$ cat src/rtl/cond_flags_unit.sv
// cond_flags_unit: ARM condition check against registered NZCV flags, gated E-stage controls and execute/squash counters.
module cond_flags_unit #(
    parameter int W         = 32,
    parameter int CNT_W     = 16,
    parameter int COND_FULL = 1
) (
    input  logic             clk,
    input  logic             reset_n,
    input  logic             ValidE,
    input  logic             StallE,
    input  logic             FlushE,
    input  logic [3:0]       CondE,
    input  logic [1:0]       FlagWriteE,
    input  logic [W-1:0]     ALUResult,
    input  logic             carry_out_flag,
    input  logic             overflow_flag,
    input  logic             PCSrcE,
    input  logic             RegWriteE,
    input  logic             MemWriteE,
    output logic             CondExE,
    output logic             PCSrcG,
    output logic             RegWriteG,
    output logic             MemWriteG,
    output logic [3:0]       Flags,
    output logic [CNT_W-1:0] exec_cnt,
    output logic [CNT_W-1:0] squash_cnt
);
    logic [3:0]       flags_q, flags_d;
    logic [CNT_W-1:0] exec_q, exec_d, squash_q, squash_d;
    logic             fn, fz, fc, fv, base, full_pass, cond_pass, live;
    logic             alu_n, alu_z;

    assign alu_n = ALUResult[W-1];
    assign alu_z = (ALUResult == '0);
    assign {fn, fz, fc, fv} = flags_q;

    // Codes come in true/inverted pairs: bits [3:1] pick the test, bit 0 inverts it (1111 = never).
    always_comb begin
        base = 1'b1;
        case (CondE[3:1])
            3'd0:    base = fz;
            3'd1:    base = fc;
            3'd2:    base = fn;
            3'd3:    base = fv;
            3'd4:    base = fc & ~fz;
            3'd5:    base = (fn == fv);
            3'd6:    base = ~fz & (fn == fv);
            default: base = 1'b1;
        endcase
        full_pass = base ^ CondE[0];
        cond_pass = (COND_FULL != 0) ? full_pass
                  : full_pass & (CondE == 4'b0000 || CondE == 4'b0001 || CondE == 4'b1110);
    end

    assign live      = reset_n & ValidE & ~FlushE & ~StallE;
    assign CondExE   = cond_pass & live;
    assign PCSrcG    = PCSrcE & CondExE;
    assign RegWriteG = RegWriteE & CondExE;
    assign MemWriteG = MemWriteE & CondExE;

    always_comb begin
        flags_d[3:2] = (CondExE & FlagWriteE[1]) ? {alu_n, alu_z} : flags_q[3:2];
        flags_d[1:0] = (CondExE & FlagWriteE[0]) ? {carry_out_flag, overflow_flag} : flags_q[1:0];
        exec_d       = (CondExE && exec_q != '1) ? exec_q + 1'b1 : exec_q;
        squash_d     = (live && !cond_pass && squash_q != '1) ? squash_q + 1'b1 : squash_q;
    end

    always_ff @(posedge clk) begin
        if (!reset_n) begin
            flags_q  <= 4'b0000;
            exec_q   <= '0;
            squash_q <= '0;
        end else begin
            flags_q  <= flags_d;
            exec_q   <= exec_d;
            squash_q <= squash_d;
        end
    end

    assign Flags      = flags_q;
    assign exec_cnt   = exec_q;
    assign squash_cnt = squash_q;
endmodule

$ cat config.mk
export PLATFORM = sky130hd
export DESIGN_NAME = cond_flags_unit
export DESIGN_NICKNAME = d
export VERILOG_FILES = /design/src/rtl/cond_flags_unit.sv
export SDC_FILE = /design/constraint.sdc
export NUM_CORES = 1
export LEC_CHECK = 0
export CORE_UTILIZATION = 39
export DETAILED_ROUTE_END_ITERATION = 10
export PLACE_DENSITY = 0.76
export REMOVE_ABC_BUFFERS = 1
export SLEW_MARGIN = 30
export SYNTH_ARGS = -nofsm -noshare
export SYNTH_HDL_FRONTEND = slang
export SYNTH_SLANG_ARGS = --single-unit
$ cat constraint.sdc
create_clock -name clk -period 2.13 [get_ports clk]
set_clock_uncertainty 0.05 [all_clocks]
set_input_delay 0.426 -clock clk [delete_from_list [all_inputs] [get_ports clk]]
set_output_delay 0.426 -clock clk [all_outputs]
set_load 0.1 [all_outputs]
---- Word level (Yosys, flattened, before mapping) ----
Index checks and enable logic that the tools add are counted.
storage, ports and cells
  register bits after elaboration ......... 36
  input bits .............................. 48
  output and inout port bits .............. 40
  logic and storage cells ................. 37
operators by class
  add/subtract/negate cells ............... 2
  eq/ne operators ......................... 9
  mux-type cells .......................... 1
  bitwise gates (word level) .............. 15
  reductions and logical operators ........ 6
operator list
  cell                   number
  $add 16x1->16 const B  2
  $logic_not 32->1       1
  $ne 16x16->1 const B   2
  $and 1x1->1            11
  $eq 3x3->1 const B     3
  $pmux 1 s7             1
  $eq 3x2->1 const B     2
  $eq 3x1->1 const B     1
  $logic_and 1x1->1      3
  $logic_not 3->1        1
  $not 1->1              3
  $eq 1x1->1             1
  $logic_not 1->1        1
  $xor 1x1->1            1

---- Longest topological paths before layout ----
  word-level depth ........................ 7
  mapped depth ............................ 10
  depth with buffers taken out ............ 7

---- Worst setup path before layout ----
No wires, ideal clock.
  path kind ............................... register -> output
  start ................................... reg flags_q[2], in the netlist Flags[2]
  end ..................................... out CondExE
  data arrival time ....................... 3.339 ns
  data required time ...................... 1.654 ns
  setup slack ............................. -1.685 ns
  stages on the path, launching flop included .. 8
  buffers on the path ..................... 1
  cells stage by stage .................... dfxtp_1 -> inv_2 -> or3_1 -> a21oi_1 -> nor4_1 -> or2_1 -> buf_2 -> nor2_1
on the way
  cells in the longest elaborated chain, start to end .. 5
  elaborated cells between the ends (all ways) .. 6
  classes of those cells .................. mux: 1; bitwise: 5
RTL lines
  item                            line    text
  from (decl)                     28      logic [3:0] flags_q, flags_d;
  from (signal assigned)          74      flags_q <= flags_d;
  $not 1->1                       45, 47
  $and 1x1->1 (on tied branches)  47, 45
  $pmux 1 s7 *                    40      case (CondE[3:1])
  $xor 1x1->1 *                   50      full_pass = base ^ CondE[0];
  $and 1x1->1 *                   56      assign CondExE = cond_pass & live;
  to (decl)                       20      output logic CondExE,
Mark *: on every way between the ends. The rest lies on a longest branch, timed or not.

---- Final worst setup path ----
  start ................................... in CondE[2]
  end ..................................... out CondExE
on the way
  cells in the longest elaborated chain, start to end .. 4
  elaborated cells between the ends (all ways) .. 10
  classes of those cells .................. eq/ne: 6; mux: 1; bitwise: 2; reduce/logical: 1
RTL lines
  item                                      line  text
  from (decl)                               12    input logic [3:0] CondE,
  $eq 3x3->1, or another cell as far along  40
  $pmux 1 s7 *                              40
  $xor 1x1->1 *                             50
  $and 1x1->1 *                             56
Marked as above.

==> reports/results.ini <==
[sta]
setup_viol = 15
whs_ps = 431
rsz0062_at_grt = yes
setup_tns_ps = -2780
max_freq_mhz = 396
fin_crit_sh = 1.19
setup_slack_ps = -395
finalHoldViolCount = 0
drv_slew = 0
period_needed_ps = 2530
relSlewSlack = 0.769
tightest_slew_ps = 345

[yosys]
synth_area_mm2 = 0.00210
synth_seq_cells = 36
yosysTopAreaCell = dfxtp_1
synth.area.top_cells = dfxtp_1 34%, mux2i_1 5.2%, nand2_1 5.0%
netlist.area_leader.share = 0.343
ys_types = 48
synth_top_family_by_area = simple AND/OR/NAND/NOR gates
synth.area.mux_share = 0.0524
yosysWarnings = 0
synthesis.instances = 266
yosys.area_share.simple = 0.369
synthFlopType = dfxtp_1
synth_compound_area_frac = 0.142
synth-xor-area-share = 0.0375
yosysSeqAreaShare = 0.343
synth_async_sr_flop_share = 0
synth-edff-count = 0
syn_area_per_cell_um2 = 7.89
synth_fa_ha_area_frac = 0.0119

[power_and_ir_drop]
peakVddDrop_v = 0.000308
power_density_mw_per_mm2 = 434
sw_frac_of_total = 0.259
power.leakage_uw = 0.00140
pwr-share-clk = 0.393
pwr-share-seq = 0.431
combPwrFrac = 0.176
p_int_uw = 1170
p_sw_uw = 408

[final_layout]
antennaDiodeCount = 0
layout.area.seq_um2 = 722
syn2layout_area_growth_pct = 72.9
fin_util = 0.706
fin_nets = 447
fill_cells = 432
multi_input_area_mm2 = 0.00146
layout_common_cells = 80 x buf_4, 43 x clkdlybuf4s50_1, 35 x dfxtp_1
drive_above_1_share = 0.327
finalNonFillerCells = 468
final_common_cell = buf_4

[run]
max_cap_viol_count = 0

[placement]
place.gp.congestion = 0.832
dp_cells = 451
place.detailed.hpwl_um = 5270
port_buffers = 87

[setup_path]
crit_chain = dlygate4sd2_1 -> a21oi_1 -> o22ai_2 -> o31a_1 -> or2_1 -> nor2_2 -> buf_12
crit_type = input pin to output pin
start_kind = input pin
path_buf_inv = 2
cp.arrival_ps = 2050
cp-end-kind = output pin
slowest_delay_ps = 370
worst_path_max_delay_cell = o31a_1
cp_max_fo = 5
crit_family = compound AO/OA/AOI/OAI gates
required_ps = 1650

[global_route]
grt_pass1_wl_um = 10900
grt_usage = 0.255
grt_max_degree = 20
antenna_found_initial = 0
grt_overflow_total = 0
grt_pass1_vias = 2361

[floorplanning]
rows = 26
die_h_um = 75.4
dieArea_mm2 = 0.00568
fp.dieW_um = 75.4
coreArea_mm2 = 0.00514
io_pins = 88
start_util = 0.408

[hold_path]
hold_path_class = register to register

[routing]
drc = 0
drtIter0Drc = 112
routed-via-count = 2539
routedWlPerCell_um = 15.5
vias_per_cell = 5.43
ant_nets = 0
dr.pass1.iters = 4
route.final.wire_length_um = 7240

[clocking]
cts_tree = done
clk_pin_slew_worst_paths_ps = 70
htreeDepth = 2
numCtsBuffers = 5
clk_latency_ps = 300
clockBufferDepth = 2
root_buffer = clkbuf_8
cts_num_sinks = 36

[status]
outcome = finished, violations left
violations = setup timing

-- timing repair --
action                     in CTS  in global routing
buffers inserted                4                  8
pin swaps                      13                 19
resized for setup              23                 30
setup endpoints to repair      39                 35
hold buffers                    0                  0
gates cloned                    0                  1
-- cells by family after synthesis --
logic type      Yosys count
xor+xnor                  9
buf+inv                  20
fa+ha+maj                 2
mux                      11
flops                    36
compound gates           46
simple gates            142
-- tightest hold or removal path, stage by stage, from the launching register on --
cell and delay [ps]:
dfxtp_1 320, nand2_1 60, mux2i_1 50
-- flip-flops by register name, indices dropped and copies added, names as in the netlist --
register and flops:
Flags 4, exec_cnt 16, squash_cnt 16
-- worst paths after layout --
kind / slack (ps) / to / from / cells past startpoint
worst min register to register: 430 / Flags[1] / Flags[1] / 2
worst max-delay path: -400 / CondExE / CondE[2] / 7
worst min-delay path: 430 / Flags[1] / Flags[1] / 2
worst max register to register: -200 / exec_cnt[8] / Flags[2] / 10
-- area by class of cell --
type | count | area share
inverters | 7 | 0.00724
clock inverters | 3 | 0.0117
clock buffers | 5 | 0.0190
well taps | 70 | 0.0241
multi-input cells | 210 | 0.402
flip-flops and latches | 36 | 0.199
repair buffers | 137 | 0.337
-- cell usage after synthesis, types with 3 or more instances --
cell / instances
nor4_1: 15
clkbuf_1: 8
o21a_1: 4
nand2_1: 28
o41ai_1: 3
and2_1: 3
xor2_1: 3
nand4_1: 14
nor2_1: 22
or3_1: 6
mux2i_1: 11
inv_1: 5
and3_1: 11
buf_2: 3
nand2b_1: 3
a21oi_1: 13
o211ai_1: 5
or4_1: 4
dfxtp_1: 36
nand3_1: 17
o31a_1: 3
o21ai_0: 8
nor3_1: 3
xnor2_1: 6
-- layer usage --
layer,part of all wire,track usage
met3,0.037,0.0450
met4,0.015,0.0926
met1,0.42,0.300
met5,0,0
met2,0.53,0.463
-- through the flow --
| stage | area, um2 | setup slack (ps) | power [uW] |
|---|---|---|---|
| floorplan | 2040 | -1740 | 767 |
| global placement | 3250 | -613 | 922 |
| detailed placement | 3250 | -697 | 926 |
| CTS | 3430 | -349 | 1530 |
| global route | 3630 | -435 | 1620 |
| finish | 3630 | -395 | 1570 |
-- power groups by stage --
| stage | combinational, uW | sequential, uW | clock (uW) |
|---|---|---|---|
| 2_1_floorplan | 54.8 | 712 | 0 |
| 6_report | 278 | 678 | 619 |
| 3_5_place_dp | 233 | 694 | 0 |
| 4_1_cts | 237 | 678 | 618 |
| 3_3_place_gp | 229 | 694 | 0 |
| 5_1_grt | 293 | 678 | 653 |
Power figures use the tool's default switching activity.
